`config.mk`:
```
export PLATFORM = sky130hd
export DESIGN_NAME = rob_commit_unit_flat
export DESIGN_NICKNAME = d
export VERILOG_FILES = /design/src/rtl/rob_commit_unit_if.sv /design/src/rtl/rob_commit_unit.sv /design/src/flat_wrapper.sv
export SDC_FILE = /design/constraint.sdc
export NUM_CORES = 2
export LEC_CHECK = 0
export CORE_ASPECT_RATIO = 0.9
export CORE_MARGIN = 3
export CORE_UTILIZATION = 25
export DETAILED_ROUTE_END_ITERATION = 12
export GPL_ROUTABILITY_DRIVEN = 0
export PLACE_DENSITY = 0.38
export SLEW_MARGIN = 5
export SYNTH_ARGS = -nofsm -noshare
export SYNTH_HDL_FRONTEND = slang
export SYNTH_SLANG_ARGS = --single-unit
export TNS_END_PERCENT = 1
```
`constraint.sdc`:
```
create_clock -name clk -period 11.24 [get_ports clk]
set_input_delay 1.686 -clock clk [delete_from_list [all_inputs] [get_ports clk]]
set_output_delay 1.686 -clock clk [all_outputs]
set_load 0.03 [all_outputs]
```
`src/rtl/rob_commit_unit_if.sv`:
```
// Reorder-buffer port bundle: allocation, CDB writeback, operand query,
// commit to the register file and rollback. The ROB side is the master modport.
interface rob_commit_unit_if #(
    parameter int ID_W = 5
) ();
    logic            alloc_valid;
    logic [4:0]      alloc_rd;
    logic            alloc_is_branch;
    logic [ID_W-1:0] alloc_id;
    logic            rob_full;

    logic            cdb_valid;
    logic [ID_W-1:0] cdb_id;
    logic [31:0]     cdb_value;
    logic            cdb_mispredict;
    logic [31:0]     cdb_target;

    logic [ID_W-1:0] qry_id;
    logic            qry_ready;
    logic [31:0]     qry_value;

    logic            commit_valid;
    logic [4:0]      commit_rd;
    logic [31:0]     commit_value;
    logic [ID_W-1:0] commit_id;

    logic            rollback_signal;
    logic [31:0]     rollback_pc;

    modport master (
        input  alloc_valid, alloc_rd, alloc_is_branch,
        output alloc_id, rob_full,
        input  cdb_valid, cdb_id, cdb_value, cdb_mispredict, cdb_target,
        input  qry_id,
        output qry_ready, qry_value,
        output commit_valid, commit_rd, commit_value, commit_id,
        output rollback_signal, rollback_pc
    );

    modport slave (
        output alloc_valid, alloc_rd, alloc_is_branch,
        input  alloc_id, rob_full,
        output cdb_valid, cdb_id, cdb_value, cdb_mispredict, cdb_target,
        output qry_id,
        input  qry_ready, qry_value,
        input  commit_valid, commit_rd, commit_value, commit_id,
        input  rollback_signal, rollback_pc
    );
endinterface

```
`src/rtl/rob_commit_unit.sv`:
```
// In-order reorder buffer: allocate, capture CDB results, retire in program order,
// flush on a committed mispredict. Optional ROB_CDB_BYPASS_EN forwards CDB to queries.
module rob_commit_unit #(
    parameter int ROB_SIZE = 16,
    parameter int ID_W     = 5
) (
    input  logic clk,
    input  logic rst,
    input  logic rdy,
    rob_commit_unit_if.master rob
);
    localparam int IDX_W = $clog2(ROB_SIZE);

    // Handshake: alloc_valid is accepted on an edge where rob_full is low and no
    // flush is pending; commit_valid and rollback_signal are one-cycle pulses with
    // no back-pressure, and their data fields are meaningful only while they are high.
    logic [ROB_SIZE-1:0] busy, ready, is_branch, mispredict;
    logic [4:0]          rd_q     [ROB_SIZE];
    logic [31:0]         value_q  [ROB_SIZE];
    logic [31:0]         target_q [ROB_SIZE];
    logic [IDX_W-1:0]    head, tail;
    logic [IDX_W:0]      count;
    logic                flush_pending;
    logic [31:0]         flush_pc;

    logic             do_alloc, do_commit, cdb_hit;
    logic             cdb_in_range, qry_in_range;
    logic [IDX_W-1:0] cdb_idx, qry_idx;

    assign rob.rob_full = (count == (IDX_W+1)'(ROB_SIZE));
    assign rob.alloc_id = ID_W'(tail) + ID_W'(1);

    assign cdb_in_range = (rob.cdb_id != '0) && (rob.cdb_id <= ID_W'(ROB_SIZE));
    assign qry_in_range = (rob.qry_id != '0) && (rob.qry_id <= ID_W'(ROB_SIZE));
    assign cdb_idx      = IDX_W'(rob.cdb_id - ID_W'(1));
    assign qry_idx      = IDX_W'(rob.qry_id - ID_W'(1));

    // Full is judged on the registered count, so a same-cycle retire never frees a slot.
    assign do_alloc  = rob.alloc_valid && !rob.rob_full && !flush_pending;
    assign do_commit = busy[head] && ready[head] && !flush_pending;
    assign cdb_hit   = rob.cdb_valid && cdb_in_range && busy[cdb_idx] && !flush_pending;

    always_ff @(posedge clk) begin
        if (rst) begin
            busy            <= '0;
            ready           <= '0;
            is_branch       <= '0;
            mispredict      <= '0;
            for (int i = 0; i < ROB_SIZE; i++) begin
                rd_q[i]     <= '0;
                value_q[i]  <= '0;
                target_q[i] <= '0;
            end
            head            <= '0;
            tail            <= '0;
            count           <= '0;
            flush_pending   <= 1'b0;
            flush_pc        <= '0;
            rob.commit_valid    <= 1'b0;
            rob.commit_rd       <= '0;
            rob.commit_value    <= '0;
            rob.commit_id       <= '0;
            rob.rollback_signal <= 1'b0;
            rob.rollback_pc     <= '0;
        end else if (rdy) begin
            rob.commit_valid    <= 1'b0;
            rob.rollback_signal <= 1'b0;
            if (flush_pending) begin
                rob.rollback_signal <= 1'b1;
                rob.rollback_pc     <= flush_pc;
                busy          <= '0;
                ready         <= '0;
                head          <= '0;
                tail          <= '0;
                count         <= '0;
                flush_pending <= 1'b0;
            end else begin
                if (cdb_hit) begin
                    ready[cdb_idx]      <= 1'b1;
                    value_q[cdb_idx]    <= rob.cdb_value;
                    mispredict[cdb_idx] <= rob.cdb_mispredict;
                    target_q[cdb_idx]   <= rob.cdb_target;
                end
                if (do_commit) begin
                    rob.commit_valid <= 1'b1;
                    rob.commit_rd    <= rd_q[head];
                    rob.commit_value <= value_q[head];
                    rob.commit_id    <= ID_W'(head) + ID_W'(1);
                    busy[head]       <= 1'b0;
                    head             <= head + 1'b1;
                    if (is_branch[head] && mispredict[head]) begin
                        flush_pending <= 1'b1;
                        flush_pc      <= target_q[head];
                    end
                end
                if (do_alloc) begin
                    busy[tail]       <= 1'b1;
                    ready[tail]      <= 1'b0;
                    rd_q[tail]       <= rob.alloc_rd;
                    is_branch[tail]  <= rob.alloc_is_branch;
                    mispredict[tail] <= 1'b0;
                    tail             <= tail + 1'b1;
                end
                case ({do_alloc, do_commit})
                    2'b10:   count <= count + 1'b1;
                    2'b01:   count <= count - 1'b1;
                    default: count <= count;
                endcase
            end
        end
    end

    always_comb begin
        rob.qry_ready = 1'b0;
        rob.qry_value = '0;
        if (qry_in_range && busy[qry_idx]) begin
`ifdef ROB_CDB_BYPASS_EN
            if (rob.cdb_valid && (rob.cdb_id == rob.qry_id) && !flush_pending) begin
                rob.qry_ready = 1'b1;
                rob.qry_value = rob.cdb_value;
            end else
`endif
            if (ready[qry_idx]) begin
                rob.qry_ready = 1'b1;
                rob.qry_value = value_q[qry_idx];
            end
        end
    end
endmodule

```
`src/flat_wrapper.sv`:
```
// flat-port wrapper written by rule: the top's interface ports become plain ports
module rob_commit_unit_flat 
#(
    parameter int ROB_SIZE = 16,
    parameter int ID_W     = 5
)
  (clk, rst, rdy, rob_alloc_valid, rob_alloc_rd, rob_alloc_is_branch, rob_alloc_id, rob_rob_full, rob_cdb_valid, rob_cdb_id, rob_cdb_value, rob_cdb_mispredict, rob_cdb_target, rob_qry_id, rob_qry_ready, rob_qry_value, rob_commit_valid, rob_commit_rd, rob_commit_value, rob_commit_id, rob_rollback_signal, rob_rollback_pc);
  rob_commit_unit_if #(.ID_W(ID_W)) rob_i ();
  input  logic clk;
  input  logic rst;
  input  logic rdy;
  input wire logic [$bits(rob_i.alloc_valid)-1:0] rob_alloc_valid;
  input wire logic [$bits(rob_i.alloc_rd)-1:0] rob_alloc_rd;
  input wire logic [$bits(rob_i.alloc_is_branch)-1:0] rob_alloc_is_branch;
  output wire logic [$bits(rob_i.alloc_id)-1:0] rob_alloc_id;
  output wire logic [$bits(rob_i.rob_full)-1:0] rob_rob_full;
  input wire logic [$bits(rob_i.cdb_valid)-1:0] rob_cdb_valid;
  input wire logic [$bits(rob_i.cdb_id)-1:0] rob_cdb_id;
  input wire logic [$bits(rob_i.cdb_value)-1:0] rob_cdb_value;
  input wire logic [$bits(rob_i.cdb_mispredict)-1:0] rob_cdb_mispredict;
  input wire logic [$bits(rob_i.cdb_target)-1:0] rob_cdb_target;
  input wire logic [$bits(rob_i.qry_id)-1:0] rob_qry_id;
  output wire logic [$bits(rob_i.qry_ready)-1:0] rob_qry_ready;
  output wire logic [$bits(rob_i.qry_value)-1:0] rob_qry_value;
  output wire logic [$bits(rob_i.commit_valid)-1:0] rob_commit_valid;
  output wire logic [$bits(rob_i.commit_rd)-1:0] rob_commit_rd;
  output wire logic [$bits(rob_i.commit_value)-1:0] rob_commit_value;
  output wire logic [$bits(rob_i.commit_id)-1:0] rob_commit_id;
  output wire logic [$bits(rob_i.rollback_signal)-1:0] rob_rollback_signal;
  output wire logic [$bits(rob_i.rollback_pc)-1:0] rob_rollback_pc;
  assign rob_i.alloc_valid = rob_alloc_valid;
  assign rob_i.alloc_rd = rob_alloc_rd;
  assign rob_i.alloc_is_branch = rob_alloc_is_branch;
  assign rob_alloc_id = rob_i.alloc_id;
  assign rob_rob_full = rob_i.rob_full;
  assign rob_i.cdb_valid = rob_cdb_valid;
  assign rob_i.cdb_id = rob_cdb_id;
  assign rob_i.cdb_value = rob_cdb_value;
  assign rob_i.cdb_mispredict = rob_cdb_mispredict;
  assign rob_i.cdb_target = rob_cdb_target;
  assign rob_i.qry_id = rob_qry_id;
  assign rob_qry_ready = rob_i.qry_ready;
  assign rob_qry_value = rob_i.qry_value;
  assign rob_commit_valid = rob_i.commit_valid;
  assign rob_commit_rd = rob_i.commit_rd;
  assign rob_commit_value = rob_i.commit_value;
  assign rob_commit_id = rob_i.commit_id;
  assign rob_rollback_signal = rob_i.rollback_signal;
  assign rob_rollback_pc = rob_i.rollback_pc;
  rob_commit_unit #(.ROB_SIZE(ROB_SIZE), .ID_W(ID_W)) u_core (.clk(clk), .rst(rst), .rdy(rdy), .rob(rob_i));
endmodule
```
## After elaboration in Yosys (flattened, before gate mapping)

Memory sizes are Yosys's and may differ from the RTL's. A register that Yosys moved wholly into a read port is not among the register bits.
Cells that the tools add are included.

| storage, ports and cells | value |
|---|---|
| register bits | 117 |
| memories kept | 3 |
| input port bits | 86 |
| bits in writable memories | 1104 |
| logic and storage cells | 151 |
| output and inout bits | 115 |

| cells by class | value |
|---|---|
| magnitude comparators | 9 |
| equal/unequal tests | 3 |
| bitwise gates (word level) | 8 |
| reductions and logical operators | 32 |
| muxes and demuxes | 76 |
| add/subtract/negate cells | 8 |

Memories:

| memory | depth | width | rd ports | clocked after memory_dff | write ports | RTL line | text |
|---|---|---|---|---|---|---|---|
| u_core.target_q | 16 | 32 | 1 | 1 | 16 | rob_commit_unit.sv:20 | `logic [31:0] target_q [ROB_SIZE];` |
| u_core.value_q | 16 | 32 | 2 | 1 | 16 | rob_commit_unit.sv:19 | `logic [31:0] value_q [ROB_SIZE];` |
| u_core.rd_q | 16 | 5 | 1 | 1 | 16 | rob_commit_unit.sv:18 | `logic [4:0] rd_q [ROB_SIZE];` |

Operators by type and width:

| cell | number |
|---|---|
| 16-bit two-way mux | 17 |
| 32-bit two-way mux | 4 |
| 32-bit OR reduction | 2 |
| 16-bit AND | 3 |
| 1-bit two-way mux | 33 |
| 16-bit bitwise mux | 2 |
| 16-bit NOT | 2 |
| 16-bit bitwise OR | 2 |
| 1-bit binary-select mux with 4-bit select | 7 |
| 4-bit two-way mux | 7 |
| 4-bit by 5-bit < comparator with 1-bit output, second input constant | 4 |
| 1-bit logical AND | 14 |
| 1-bit demux with 4-bit select | 3 |
| 4-bit by 1-bit >= comparator with 1-bit output, second input constant | 3 |
| 4-bit by 1-bit adder with 5-bit output, second input constant | 2 |
| 5-bit less-or-equal comparator, second input constant | 2 |
| 5-bit two-way mux | 2 |
| 5-bit case mux with 2 select lines | 1 |
| 2-bit AND reduction | 5 |
| 5-bit nonzero test | 2 |
| 4-bit by 1-bit adder with 4-bit output, second input constant | 2 |
| 4-bit by 1-bit subtractor with 4-bit output, second input constant | 2 |
| 3-bit AND reduction | 2 |
| 5-bit by 1-bit adder with 5-bit output, second input constant | 1 |
| 10 further kinds | 12 |

## Depth between registers and ports, before layout

| depth | value |
|---|---|
| word-level depth | 13 |
| mapped depth | 15 |

## Worst setup path before layout

OpenSTA, ideal clock, no wires.

| path | value |
|---|---|
| kind | input to register |
| start | in rob_cdb_id[0] |
| end | mem u_core.target_q[11][0] (enable) |
| stages on the path | 11 |
| arrival | 7901 ps |
| buffers on the path | 4 |
| setup time | 575 ps |
| data required time | 10665 ps |
| path slack | 2764 ps |
| cells stage by stage | buf_6 -> inv_1 -> ha_1 -> nor3b_1 -> xnor2_1 -> o311ai_4 -> buf_6 -> or2_1 -> buf_6 -> buf_4 -> o21ai_0 |

RTL lines:

| item | RTL line | text |
|---|---|---|
| start: declaration | flat_wrapper.sv:18 | `input wire logic [$bits(rob_i.cdb_id)-1:0] rob_cdb_id;` |
| end: declaration | rob_commit_unit.sv:20 |  |

## Worst setup path in the final report

| path | value |
|---|---|
| start | in rob_qry_id[0] |
| end | out rob_qry_value[30] |

| between the ends | value |
|---|---|
| word-level cells in the longest chain between the ends | 5 |
| elaborated cells between the ends (all ways) | 12 |
| those cells by class | 1 x add/sub; 1 x order compare; 6 x mux; 3 x reduce/logical; 1 x memory |

Ends and longest elaborated chain:

| item | RTL line | text |
|---|---|---|
| start: declaration | flat_wrapper.sv:22 | `input wire logic [$bits(rob_i.qry_id)-1:0] rob_qry_id;` |
| 4-bit by 1-bit subtractor with 4-bit output | rob_commit_unit.sv:36 | `assign qry_idx = IDX_W'(rob.qry_id - ID_W'(1));` |
| 1-bit binary-select mux with 4-bit select, on equally long branches | rob_commit_unit.sv:123, rob_commit_unit.sv:116 |  |
| 1-bit two-way mux, on equally long branches | rob_commit_unit.sv:123, rob_commit_unit.sv:116 |  |
| 32-bit two-way mux or 1-bit logical AND (tied branches) | rob_commit_unit.sv:123, rob_commit_unit.sv:116 |  |
| 32-bit two-way mux * | rob_commit_unit.sv:116 | `if (qry_in_range && busy[qry_idx]) begin` |
| end: declaration | flat_wrapper.sv:24 | `output wire logic [$bits(rob_i.qry_value)-1:0] rob_qry_value;` |

Mark *: on every way between the ends. The rest lies on a longest branch, timed or not. The select of a mux whose other input is x is not followed.

==> results by stage <==
Detailed routing:
- Dividing the detail-routed wire length by the instance count gives ~29 µm.
- The routed design has between 200000 and 250000 µm of wire.
- The number of detailed-route iterations in the first pass is 5.
- Dividing the detail-routed via count by the number of cells gives between 4 and 5.
- The number of nets with antenna violations after routing is 0.
- After the first detailed-routing iteration, the DRC count stood at between 3000 and 4000.
- The routed layout has 37100 vias.
- The detailed-route DRC error count is 0.

Final layout:
- Once layout is done, the placed cells without fillers occupy between 70000 and 80000 µm².
- The layout net count is 4383.
- From synthesis to final layout, the design area changed by 16.5%.
- Leaving out fill and tap cells, the most frequent cell in the layout is and2_1.
- In the final layout, the share of cells above drive strength 1 is 0.199.
- The utilization of the core after routing is 0.294.
- The library cells used most frequently in the layout, excluding fill and tap cells, are and2_1, edfxtp_1, mux4_2, nand2_1, clkdlybuf4s50_1.

Timing:
- The aggregate negative setup slack is 0 ns.
- The final setup violation count is 0.
- Based on the critical path, the design can be clocked at up to around 120 MHz.
- The total count of max-transition violations in the final report is 0.
- The clock arrives with about 0.047 ns of skew.
- In the finished design, the share of the clock period the worst path needs comes to 0.729.
- The headroom to the max-slew limit is 0.192.
- The number of hold violations in the final report came to 0.
- Setup repair after global routing left no endpoint under its margin.
- The shortest clock period the worst path allows after layout is between 8 and 9 ns.
- The worst-margin pin slew is around 1.2 ns.

Run status:
- The flow ran to the end, and the final reports show no timing, DRC or antenna violations.

Global route:
- For this run the aggregate overflow at the end of global routing stands at 0.
- The number of antenna violations at the first check in global routing came to 32.
- For this run, the total global-route usage over all layers was measured as 0.172.
- The pin count of the biggest net entering global routing is around 110.
- The first global-routing pass estimated 312000 µm of wire.
- The via count of the first global-routing pass is slightly below 40000.

Clocking:
- At the later pin of the worst-skew pair, clock insertion delay measures approximately 0.84 ns.
- The maximum buffer depth of the clock tree is 4.
- Clock-pin slew was measured on the worst setup and hold paths at 0.06 ns.
- The CTS tree is built.
- The number of resized instances in the post-cts repair step is 0.
- The number of sinks handled by clock tree synthesis is roughly 1300.
- The H-tree depth reported by CTS is 4.
- The library cell used as clock root buffer is clkbuf_16.
- The clock buffer count from CTS is about 160.
- The post-CTS setup repair buffer count is 0.
- The hold-fix buffer count after cts is 0.

Floorplan:
- The initialized floorplan defines 172 standard-cell rows.
- The die is about 530 µm wide.
- The initial utilization of the core area, before any placement, comes to 0.253.
- In this run the standard cell core region covers approximately 250000 µm².
- The die height is between 400 and 500 µm.
- The area of the die is 254000 µm².
- The number of placed I/O pins is 201.

Hold path:
- The min-delay analysis places its worst path in the category reg2reg.

Critical path:
- Of all nets on the critical path, the largest fanout is 69.
- The required time at the worst-slack endpoint is approximately 9.6 ns.
- The nature of the critical path startpoint is an input pin.
- The standard cell with the maximum stage delay on the critical path is ha_4.
- Together, buffers and inverters on the worst path number 4.
- In this design, the critical path's most frequently occurring cell is mux4_2.
- Walking the worst path, the cells encountered are buf_8, inv_1, ha_4, buf_4, mux4_2, mux4_2, and2_1, clkdlybuf4s50_1.
- The maximum single-stage delay on the critical path is 1.10 ns.
- The reg-to-reg setup timing slack is 5.76 ns.
- The family with the most delay on the worst path is buffers and inverters.
- The type of element capturing the critical path is a primary output.
- Data arrives at the worst endpoint at about 6.5 ns.
- The worst setup path is of the in2out kind.

Place:
- The half-perimeter wire length after detailed placement is about 120000 µm.
- The placed instances occupy a cell area of around 67000 µm².
- During placement, the flow inserted port buffers numbering 200.

Pwr:
- The leakage power figure is between 20 and 25 nW.
- The areal power density over the cells is 151 nW/µm².
- IR analysis of the VDD net gives a maximum drop of just under 0.09 mV.

Synthesis:
- By area the synthesized netlist is led by edfxtp_1, mux4_2, and2_1, dfxtp_1, clkbuf_1.
- The top-area cell type share of the netlist area is 0.535.
- The number of different library cells used by synthesis comes to 68.
- For this run, the register share of the synthesized area comes to 0.595.
- During synthesis, Yosys emitted a total of 0 warnings.
- The cell area after synthesis is roughly 62000 µm².
- The async set-or-reset flop fraction in the synthesized netlist is 0.
- The synthesized instance count is between 4000 and 5000.
- The number of nets handed over by synthesis was ~4300.
- The synthesized design contains about 1100 enable-type register cells.
- The number of flip-flops and latches in the synthesized netlist is between 1000 and 1500.
- Of all cell types, the one taking the most synthesized area is edfxtp_1.
- The average footprint of a synthesized cell is around 15 µm².
- The most common flop cell mapped by yosys is edfxtp_1.

Flow run:
- Max-cap violations in this run came to 0.
worst min-delay path: cells and delay by family (launching register included):
kind	cells	cell delay (ns)
DFF	1	0.31
and+or+nand+nor	1	0.05
AOI/OAI and AO/OA	1	0.05
synthesized netlist by cell type, drive strengths merged (3+ instances only):
library cell and n:
a211o 6, a211oi 10, a21o 6, a21oi 144, a22o 7, a22oi 8
a2bb2oi 3, a31o 3, a31oi 19, a32o 4, and2 1114, and3 52
buf 84, clkbuf 302, dfxtp 186, edfxtp 1104, ha 19, inv 30
mux2i 14, mux4 516, nand2 238, nand2b 10, nand3 70, nand3b 3
nand4 7, nor2 72, nor2b 9, nor3 18, nor3b 6, nor4 3
o211ai 5, o21a 7, o21ai 74, o311ai 4, o31ai 3, or2 13
or4 3, xnor2 9
metal layers:
| metal | part of all wire | up-vias | GRT usage |
|---|---|---|---|
| met5 | 0.00032 | - | 0 |
| met4 | 0.019 | 10 | 0.0350 |
| met3 | 0.052 | 255 | 0.0285 |
| met2 | 0.46 | 1174 | 0.269 |
| met1 | 0.47 | 19700 | 0.250 |
| li1 | - | 15900 | - |
registers in the layout, summed over array words and instances, names as in the netlist, 4 cells and up:
register,flops
u_core.busy,16
u_core.rob.rollback_pc,32
u_core.rob.commit_id,5
u_core.mispredict,16
u_core.value_q,512
u_core.tail,4
u_core.is_branch,16
u_core.head,4
u_core.count,5
u_core.target_q,512
u_core.ready,16
u_core.rob.commit_rd,5
u_core.rob.commit_value,32
u_core.rd_q,80
u_core.flush_pc,32
worst paths after layout:
check | from | to | depth (start not counted)
hold reg to reg | u_core.flush_pc[16] | u_core.rob.rollback_pc[16] | 2
setup reg to reg | u_core.head[1] | u_core.count[4] | 14
hold / removal | u_core.flush_pc[16] | u_core.rob.rollback_pc[16] | 2
setup / recovery | rob_qry_id[0] | rob_qry_value[30] | 8
cell families after synthesis:
kind of cell | after synthesis | share of synthesized area
muxes | 531 | 0.190
DFF | 1290 | 0.595
buffers and inverters | 416 | 0.0271
adders and majority gates | 20 | 0.00416
AOI/OAI and AO/OA | 318 | 0.0308
and+or+nand+nor | 1624 | 0.151
xor gates and xnor gates | 10 | 0.00141
final cells by class:
cell class	count	area, µm²
fill	24300	173000
tap	3219	4030
timing repair buffer	293	2730
multi-input combinational	2503	23600
clock buffer	229	4440
antenna	20	50.0
inverter	30	113
clock inverter	47	297
sequential	1290	36900
stage by stage:
| step | total power, W | hold WS [ns] | setup slack, ns | std cells |
|---|---|---|---|---|
| after floorplan | 0.00582 | 0.428 | 2.76 | 4209 |
| after global placement | 0.00613 | 0.441 | 2.76 | 7335 |
| after detailed placement | 0.00613 | 0.442 | 2.67 | 7335 |
| after CTS | 0.0110 | 0.455 | 2.67 | 7611 |
| after global routing | 0.0113 | 0.472 | 2.56 | 7612 |
| final | 0.0109 | 0.449 | 3.04 | 7631 |
where the power goes:
part | switching (W) | total [W] | leakage, nW | internal (W)
logic | 0.000404 | 0.000637 | 9.16 | 0.000233
registers | 0.0000569 | 0.00537 | 12.9 | 0.00532
clock network | 0.00209 | 0.00486 | 2.31 | 0.00278
total | 0.00255 | 0.0109 | 24.4 | 0.00833
(Power assumes the default switching activity.)
